$ cat src/rtl/led_scan_driver_if.sv
// Bus bundle for the multiplexed 7-segment driver: BCD value, overflow, load strobe,
// zero-suppression enable, and the active-low anode/cathode lines.
interface led_scan_driver_if;
    logic [15:0] num;
    logic        ovf;
    logic        load;
    logic        lz_blank;
    logic [3:0]  anodes;
    logic [7:0]  cathodes;

    modport master (
        output num,
        output ovf,
        output load,
        output lz_blank,
        input  anodes,
        input  cathodes
    );

    modport slave (
        input  num,
        input  ovf,
        input  load,
        input  lz_blank,
        output anodes,
        output cathodes
    );
endinterface

$ cat src/rtl/led_scan_driver.sv
// Four-digit multiplexed 7-segment driver with internal scan prescaler, ghost blanking,
// leading-zero suppression and an overflow dash pattern. Outputs are registered.
module led_scan_driver #(
    parameter int SCAN_DIV     = 100000,
    parameter int BLANK_CYCLES = 1000,
    parameter int CNT_W        = 17
) (
    input  logic               clk,
    input  logic               reset_n,
    led_scan_driver_if.slave   bus
);

    logic [CNT_W-1:0] p_q, p_d;
    logic [1:0]       idx_q, idx_d;
    logic [15:0]      disp_q, disp_d;
    logic             ovf_q, ovf_d;
    logic [3:0]       anodes_q, anodes_d;
    logic [7:0]       cathodes_q, cathodes_d;

    logic [3:0]       digit;
    logic             lead_zero;

    // Segment pattern {dp,g,f,e,d,c,b,a}, active low; non-BCD codes show a dash.
    function automatic logic [7:0] seg7(input logic [3:0] d);
        logic [7:0] s;
        case (d)
            4'd0:    s = 8'hC0;
            4'd1:    s = 8'hF9;
            4'd2:    s = 8'hA4;
            4'd3:    s = 8'hB0;
            4'd4:    s = 8'h99;
            4'd5:    s = 8'h92;
            4'd6:    s = 8'h82;
            4'd7:    s = 8'hF8;
            4'd8:    s = 8'h80;
            4'd9:    s = 8'h90;
            default: s = 8'hBF;
        endcase
        return s;
    endfunction

    always_comb begin
        p_d        = p_q + 1'b1;
        idx_d      = idx_q;
        disp_d     = disp_q;
        ovf_d      = ovf_q;
        anodes_d   = 4'hF;
        cathodes_d = 8'hFF;
        digit      = disp_q[{idx_q, 2'b00} +: 4];
        lead_zero  = 1'b0;

        if (p_q == CNT_W'(SCAN_DIV - 1)) begin
            p_d   = '0;
            idx_d = idx_q + 2'd1;
        end

        if (bus.load) begin
            disp_d = bus.num;
            ovf_d  = bus.ovf;
        end

        // A slot is dark when its digit and every more-significant digit are zero.
        case (idx_q)
            2'd1:    lead_zero = (disp_q[15:4] == 12'h000);
            2'd2:    lead_zero = (disp_q[15:8] == 8'h00);
            2'd3:    lead_zero = (disp_q[15:12] == 4'h0);
            default: lead_zero = 1'b0;
        endcase

        if (p_q >= CNT_W'(BLANK_CYCLES)) begin
            if (ovf_q) begin
                anodes_d   = ~(4'b0001 << idx_q);
                cathodes_d = 8'hBF;
            end else if (!(bus.lz_blank && lead_zero)) begin
                anodes_d   = ~(4'b0001 << idx_q);
                cathodes_d = seg7(digit);
            end
        end
    end

    always_ff @(posedge clk or negedge reset_n) begin
        if (!reset_n) begin
            p_q        <= '0;
            idx_q      <= 2'd0;
            disp_q     <= 16'h0000;
            ovf_q      <= 1'b0;
            anodes_q   <= 4'hF;
            cathodes_q <= 8'hFF;
        end else begin
            p_q        <= p_d;
            idx_q      <= idx_d;
            disp_q     <= disp_d;
            ovf_q      <= ovf_d;
            anodes_q   <= anodes_d;
            cathodes_q <= cathodes_d;
        end
    end

    assign bus.anodes   = anodes_q;
    assign bus.cathodes = cathodes_q;

endmodule
$ cat src/flat_wrapper.sv
// flat-port wrapper written by rule: the top's interface ports become plain ports
module led_scan_driver_flat 
#(
    parameter int SCAN_DIV     = 100000,
    parameter int BLANK_CYCLES = 1000,
    parameter int CNT_W        = 17
)
  (clk, reset_n, bus_num, bus_ovf, bus_load, bus_lz_blank, bus_anodes, bus_cathodes);
  led_scan_driver_if bus_i ();
  input  logic clk;
  input  logic reset_n;
  input wire logic [$bits(bus_i.num)-1:0] bus_num;
  input wire logic [$bits(bus_i.ovf)-1:0] bus_ovf;
  input wire logic [$bits(bus_i.load)-1:0] bus_load;
  input wire logic [$bits(bus_i.lz_blank)-1:0] bus_lz_blank;
  output wire logic [$bits(bus_i.anodes)-1:0] bus_anodes;
  output wire logic [$bits(bus_i.cathodes)-1:0] bus_cathodes;
  assign bus_i.num = bus_num;
  assign bus_i.ovf = bus_ovf;
  assign bus_i.load = bus_load;
  assign bus_i.lz_blank = bus_lz_blank;
  assign bus_anodes = bus_i.anodes;
  assign bus_cathodes = bus_i.cathodes;
  led_scan_driver #(.SCAN_DIV(SCAN_DIV), .BLANK_CYCLES(BLANK_CYCLES), .CNT_W(CNT_W)) u_core (.clk(clk), .reset_n(reset_n), .bus(bus_i));
endmodule
$ cat config.mk
export PLATFORM = sky130hd
export DESIGN_NAME = led_scan_driver_flat
export DESIGN_NICKNAME = d
export VERILOG_FILES = /design/src/rtl/led_scan_driver_if.sv /design/src/rtl/led_scan_driver.sv /design/src/flat_wrapper.sv
export SDC_FILE = /design/constraint.sdc
export NUM_CORES = 1
export LEC_CHECK = 0
export BUFFER_PORTS_ARGS = -buffer_cell sky130_fd_sc_hd__buf_2
export CAP_MARGIN = 15
export CORE_MARGIN = 1.5
export CORE_UTILIZATION = 45
export DETAILED_ROUTE_END_ITERATION = 7
export PLACE_DENSITY = 0.65
export SLEW_MARGIN = 20
export SYNTH_ARGS = -nofsm -noshare
export SYNTH_HDL_FRONTEND = slang
export SYNTH_SLANG_ARGS = --single-unit
export TNS_END_PERCENT = 5
$ cat constraint.sdc
create_clock -name clk -period 5.44 [get_ports clk]
set_input_delay 1.088 -clock clk [delete_from_list [all_inputs] [get_ports clk]]
set_output_delay 1.088 -clock clk [all_outputs]
set_load 0.02 [all_outputs]
==> results.sh, run 1 <==
export IMPL_fmax_mhz=485.9
export IMPL_ir_worst_vdd_mv=0.1395
export IMPL_num_vias=1482
export IMPL_n_fill_cell=431
export IMPL_htree_levels=2
export IMPL_die_w_um=74.16
export IMPL_gr_usage_all_layers=0.1605
export IMPL_drv_cap=0
export IMPL_r2r_start="u_core.idx_q[0]"
export IMPL_power_frac_clock=0.324
export IMPL_vias_per_cell=5.110
export IMPL_p_switching_uw=154.9
export IMPL_setup_tns_ns=0
export IMPL_worstPathArrival_ns=0.97
export IMPL_period_needed_ns=2.058
export IMPL_outcome="finished clean"
export IMPL_initial_core_util=0.4761
export IMPL_route_detailed_drc=0
export IMPL_cp_endpoint="bus_cathodes[5]"
export IMPL_switching_share=0.2442
export IMPL_worstPathMaxFanout=1
export IMPL_syn_nets=223
export IMPL_tightest_slew_ns=0.5777
export IMPL_cts_resized=0
export IMPL_post_cts_setup_buffer_count=0
export IMPL_r2r_slack_ns=3.49
export IMPL_nNetsFinal=255
export IMPL_ys_ff_latch=47
export IMPL_drive_above_1_share=0.3408
export IMPL_reg2reg_depth=7
export IMPL_yosysWarnings=0
export IMPL_io_buffers=31
export IMPL_grt_setup_unrepaired="no"
export IMPL_r2r_end="u_core.bus.cathodes[2]"
export IMPL_crit_start="u_core.bus.cathodes[5]"
export IMPL_clkTransAtPathRegs_ns=0.08
export IMPL_grt_max_degree=48
export IMPL_final_period_utilization=0.3783
export IMPL_ys_types=46
export IMPL_cts_root_buf="clkbuf_8"
export IMPL_drt_initial_drc_count=76
export IMPL_cts_hold_buf=0
export IMPL_antenna_found_initial=0
export IMPL_path_cells="buf_2"
export IMPL_setup_violations_final=0
export IMPL_grt_overflow_total=0
export IMPL_area_delta_synth_final_pct=12.91
export IMPL_p_per_area_nw_per_um2=246.6
export IMPL_p_leak_nw=1.118
export IMPL_gp_congestion=0.7851
export IMPL_diodes=0
export IMPL_clock_latency_ns=0.30
export IMPL_fin_skew_ns=0.003506
export IMPL_critPathBufInv=1
export IMPL_pwr_share_comb=0.089
export IMPL_cp_depth=1
export IMPL_crit_required_ns=4.35
export IMPL_seqPwrFrac=0.587
export IMPL_die_height_um=74.16
export IMPL_slew_viol_final=0
export IMPL_cts_buffer_depth=2
export IMPL_ios=33
export IMPL_grt_pass1_vias=1402
export IMPL_slowest_delay_ns=0.53
export IMPL_drt_pass1_iterations=5
export IMPL_synth_enable_flop_cells=0
export IMPL_ant_nets=0
export IMPL_rows=25
export IMPL_dpl_hpwl_um=2808
export IMPL_synthArstFlopShare=1.000
export IMPL_clock_sinks=47
export IMPL_syn_area_per_cell_um2=11.99
export IMPL_dp_cells=282
export IMPL_min_path_type="reg -> reg"
export IMPL_slowest_stage="dfstp_2"
export IMPL_p_int_uw=479.4
export IMPL_grt_first_pass_wirelength_um=6644
export IMPL_cts_tree="yes"
export IMPL_core_area_um2=4786
export IMPL_timing_slew_headroom=0.6149
export IMPL_die_area_um2=5499
export IMPL_path_delay_family="flip-flops"
export IMPL_end_kind="primary output"
export IMPL_worstSetupStartpointType="register"
export IMPL_ys_seq_area_frac=0.5222
export IMPL_cts_buffers=5
export IMPL_wire_per_inst_um=13.29
export IMPL_ys_flop_type="dfrtp_1"
export IMPL_syn_instance_count=190
export IMPL_critical_path_class="reg -> out"
export IMPL_netlist_area_um2=2278
export IMPL_hold_viol=0
export IMPL_routed_wl_um=3854
export IMPL_final_cells=290
==> synth_stat cells, types with 2 or more instances <==
master / count / area, um2
dfrtp_1: 36 / 900.9
o211ai_1: 3 / 22.52
a21oi_1: 3 / 15.01
nor2b_1: 2 / 12.51
xor2_1: 6 / 52.55
nand3_1: 4 / 20.02
nor4_1: 4 / 25.02
and3_1: 2 / 12.51
mux2_2: 17 / 191.4
xnor2_1: 8 / 70.07
nand4_1: 2 / 12.51
o21ai_0: 5 / 25.02
ha_1: 12 / 150.1
nand2_1: 14 / 52.55
buf_2: 2 / 10.01
inv_1: 12 / 45.04
nor3_1: 4 / 20.02
nor2_1: 13 / 48.80
dfstp_2: 11 / 289.0
mux4_2: 4 / 90.09
==> cells in the final DEF, fill, tap and decap left out, types with 2 or more instances in the layout <==
cell / n
inv_1: 12
and3_1: 2
nand3_1: 4
nor4_1: 4
clkbuf_8: 5
a21oi_1: 3
nor2b_1: 2
dfrtp_1: 36
mux4_2: 4
buf_2: 30
mux2_2: 17
nor2_1: 13
ha_1: 12
dfstp_2: 11
nor3_1: 4
xnor2_1: 8
nand4_1: 2
o21ai_0: 5
xor2_1: 6
clkinvlp_4: 2
nand2_1: 14
o211ai_1: 3
==> registers in the layout, summed over array words and instances (netlist names) <==
signal / flops
u_core.p_q: 17
u_core.disp_q: 16
u_core.idx_q: 2
u_core.bus.cathodes: 7
u_core.bus.anodes: 4
u_core.ovf_q: 1
==> area by class of cell <==
| class | instances | area (um2) | area share |
|---|---|---|---|
| Multi-Input combinational cell | 125 | 1007 | 0.3915 |
| Clock inverter | 3 | 20.02 | 0.007782 |
| Tap cell | 67 | 83.83 | 0.03259 |
| Clock buffer | 5 | 68.82 | 0.02675 |
| Inverter | 12 | 45.04 | 0.01751 |
| Sequential cell | 47 | 1190 | 0.4625 |
| Timing Repair Buffer | 31 | 157.7 | 0.06128 |
==> power groups by stage <==
stage          clock network, mW  logic, mW  registers [mW]
2_1_floorplan                  0     0.0398           0.375
5_1_grt                    0.228     0.0622           0.375
4_1_cts                    0.215     0.0569           0.372
3_3_place_gp                   0     0.0559           0.378
3_5_place_dp                   0     0.0570           0.379
6_report                   0.206     0.0564           0.372
==> worst min path at each step <==
stage	startpoint	to	cells after the start	slack, ns
final	u_core.ovf_q	u_core.bus.cathodes[6]	1	0.48
after detailed placement	u_core.ovf_q	u_core.bus.cathodes[6]	1	0.46
after CTS	u_core.ovf_q	u_core.bus.cathodes[6]	1	0.48
after floorplan	u_core.ovf_q	u_core.bus.cathodes[6]	1	0.42
after global placement	u_core.ovf_q	u_core.bus.cathodes[6]	1	0.46
after global routing	u_core.ovf_q	u_core.bus.cathodes[6]	1	0.52
==> kinds of logic (layout without fill, tap and decap cells) <==
family                     count (synthesis)  in the layout  share of synthesized area
and+or+nand+nor                           56             56                     0.1329
DFF                                       47             47                     0.5222
muxes                                     22             22                     0.1280
AOI/OAI and AO/OA                         20             20                    0.05986
buffers and inverters                     18             51                    0.03569
xor gates and xnor gates                  14             14                    0.05382
adders and majority gates                 12             12                    0.06590
other                                      1              1                   0.001646
==> per-stage QoR <==
step	setup slack (ns)	area [um2]	power, mW	hold WS (ns)	utilization
finish	3.382	2572	0.6343	0.4844	0.5375
floorplan	3.230	2278	0.4144	0.4217	-
CTS	3.364	2570	0.6442	0.4756	0.5370
global route	3.326	2572	0.6644	0.5188	0.5375
global placement	3.460	2481	0.4343	0.4603	0.5184
detailed placement	3.458	2481	0.4358	0.4620	0.5184
==> metal layers <==
| metal | up-vias | GRT usage | part of all wire |
|---|---|---|---|
| met1 | 724 | 0.2336 | 0.50 |
| li1 | 726 | - | - |
| met3 | 4 | 0.04607 | 0.037 |
| met4 | 0 | 0.04938 | 0.011 |
| met2 | 28 | 0.2331 | 0.45 |
| met5 | - | 0 | 0 |
Note: power is estimated with default switching activity, not from simulation.
==> run 2: changes to the inputs <==
--- a/config.mk
+++ b/config.mk
@@ -10,7 +10,7 @@
 export CORE_MARGIN = 1.5
 export CORE_UTILIZATION = 45
 export DETAILED_ROUTE_END_ITERATION = 7
-export PLACE_DENSITY = 0.65
+export PLACE_DENSITY = 0.68
 export SLEW_MARGIN = 20
 export SYNTH_ARGS = -nofsm -noshare
 export SYNTH_HDL_FRONTEND = slang
==> constraint.sdc (replaced) <==
create_clock -name clk -period 1.7 [get_ports clk]
set_input_delay 0.34 -clock clk [delete_from_list [all_inputs] [get_ports clk]]
set_output_delay 0.34 -clock clk [all_outputs]
set_load 0.02 [all_outputs]
==> run 2 against run 1 <==
Against the previous run:
- non-clock buffer count grew 28
- cell count grew 9.7%
- setup slack lost 3.4 ns
- critical path depth grew 5
- design area grew 10%
- clock-buffer cell count is the same
- combinational power grew to 4.1 times the previous value
- total power grew to 3.3 times the previous value
- largest cell class unchanged
- highest routed layer unchanged
==> results.sh, run 2 (same netlist as run 1, synthesis figures left out) <==
export IMPL_cts_buffers=5
export IMPL_min_path_type="in -> reg"
export IMPL_gp_congestion=0.7801
export IMPL_core_area_um2=4786
export IMPL_final_common_cell="dfrtp_1"
export IMPL_p_per_area_nw_per_um2=747.2
export IMPL_grt_pass1_vias=1543
export IMPL_drive_above_1_share=0.4502
export IMPL_period_needed_ns=1.686
export IMPL_critical_path_class="reg -> reg"
export IMPL_hold_viol=0
export IMPL_n_fill_cell=421
export IMPL_drv_cap=0
export IMPL_rows=25
export IMPL_clkTransAtPathRegs_ns=0.09
export IMPL_cts_tree="yes"
export IMPL_ant_nets=0
export IMPL_worstPathMaxFanout=5
export IMPL_crit_required_ns=1.93
export IMPL_antenna_found_initial=0
export IMPL_io_buffers=31
export IMPL_gr_usage_all_layers=0.1656
export IMPL_cts_root_buf="clkbuf_8"
export IMPL_setup_tns_ns=0
export IMPL_grt_overflow_total=0
export IMPL_final_period_utilization=0.9918
export IMPL_end_kind="register"
export IMPL_dp_cells=307
export IMPL_grt_first_pass_wirelength_um=6989
export IMPL_ios=33
export IMPL_vias_per_cell=4.918
export IMPL_layout_common_cells="dfrtp_1 (35), buf_2 (31), buf_4 (26)"
export IMPL_drt_pass1_iterations=4
export IMPL_fin_skew_ns=0.007093
export IMPL_num_vias=1564
export IMPL_outcome="finished clean"
export IMPL_drt_initial_drc_count=46
export IMPL_clock_latency_ns=0.31
export IMPL_largest_reg_flops=17
export IMPL_grt_max_degree=28
export IMPL_fmax_mhz=593.1
export IMPL_routed_wl_um=4127
export IMPL_die_w_um=74.16
export IMPL_worstPathArrival_ns=1.92
export IMPL_wire_per_inst_um=12.98
export IMPL_clock_sinks=47
export IMPL_area_delta_synth_final_pct=24.38
export IMPL_diodes=0
export IMPL_initial_core_util=0.4761
export IMPL_worstSetupStartpointType="register"
export IMPL_die_area_um2=5499
export IMPL_nNetsFinal=283
export IMPL_top_register="u_core.p_q"
export IMPL_p_leak_nw=1.252
export IMPL_setup_violations_final=0
export IMPL_ir_worst_vdd_mv=0.5356
export IMPL_final_cells=318
export IMPL_dpl_hpwl_um=3130
export IMPL_cts_buffer_depth=2
export IMPL_htree_levels=2
export IMPL_grt_setup_unrepaired="yes"
export IMPL_slew_viol_final=0
export IMPL_die_height_um=74.16
export IMPL_route_detailed_drc=0
-- run 2: worst max-delay path: stages (launching register included) --
cell and delay, ns:
dfrtp_2 0.44, mux4_2 0.58, inv_2 0.12, ha_4 0.20, nand2_2 0.06, o21ai_1 0.06, o211ai_1 0.15
-- run 2: path summary, 6_finish.rpt --
| check | endpoint | slack (ns) | start | cells past startpoint |
|---|---|---|---|---|
| worst max-delay path | u_core.bus.cathodes[3] | 0.01 | u_core.idx_q[0] | 6 |
| worst min-delay path | u_core.disp_q[11] | 0.26 | bus_num[11] | 2 |
| worst max register to register | u_core.bus.cathodes[3] | 0.01 | u_core.idx_q[0] | 6 |
| worst min register to register | u_core.bus.cathodes[6] | 0.47 | u_core.ovf_q | 1 |
| max in group asynchronous | u_core.idx_q[0] | 0.68 | reset_n | 3 |
| min in group asynchronous | u_core.p_q[3] | 0.52 | reset_n | 2 |
-- run 2: cell type report --
type	instances	area, um2	share of cell area
Clock inverter	3	23.77	0.008389
Tap cell	67	83.83	0.02958
Timing Repair Buffer	59	380.4	0.1342
Inverter	12	47.55	0.01678
Multi-Input combinational cell	125	1039	0.3664
Clock buffer	5	68.82	0.02428
Sequential cell	47	1191	0.4203
-- run 2: what timing repair did --
item,in CTS,in global routing
hold buffers,1,0
setup buffers,0,2
hold endpoints to repair,6,0
pin swaps,1,1
gates cloned,0,0
resized for setup,3,5
setup endpoints to repair,7,10
-- run 2: report_power, final --
group | switching [mW] | internal, mW | total [mW]
sequential | 0.0310 | 1.16 | 1.19
combinational | 0.108 | 0.125 | 0.233
clock | 0.400 | 0.294 | 0.695
-- run 2: per-stage QoR --
stage	util	power, mW	area [um2]	hold slack (ns)	worst slack (ns)
2_1_floorplan	-	1.335	2300	0.04441	-0.007678
3_3_place_gp	0.5634	1.430	2696	0.3248	-0.04405
3_5_place_dp	0.5634	1.436	2696	0.3278	-0.07555
4_1_cts	0.5864	2.137	2806	0.2533	-0.01344
5_1_grt	0.5922	2.210	2834	0.2469	-0.08921
6_report	0.5922	2.117	2834	0.2575	0.01397
-- run 2: per-layer routing --
metal,vias up,track usage,wire length [um]
met4,0,0.04938,44
li1,777,-,-
met5,-,0,0
met2,27,0.2540,1934
met3,4,0.04336,154
met1,756,0.2320,1993
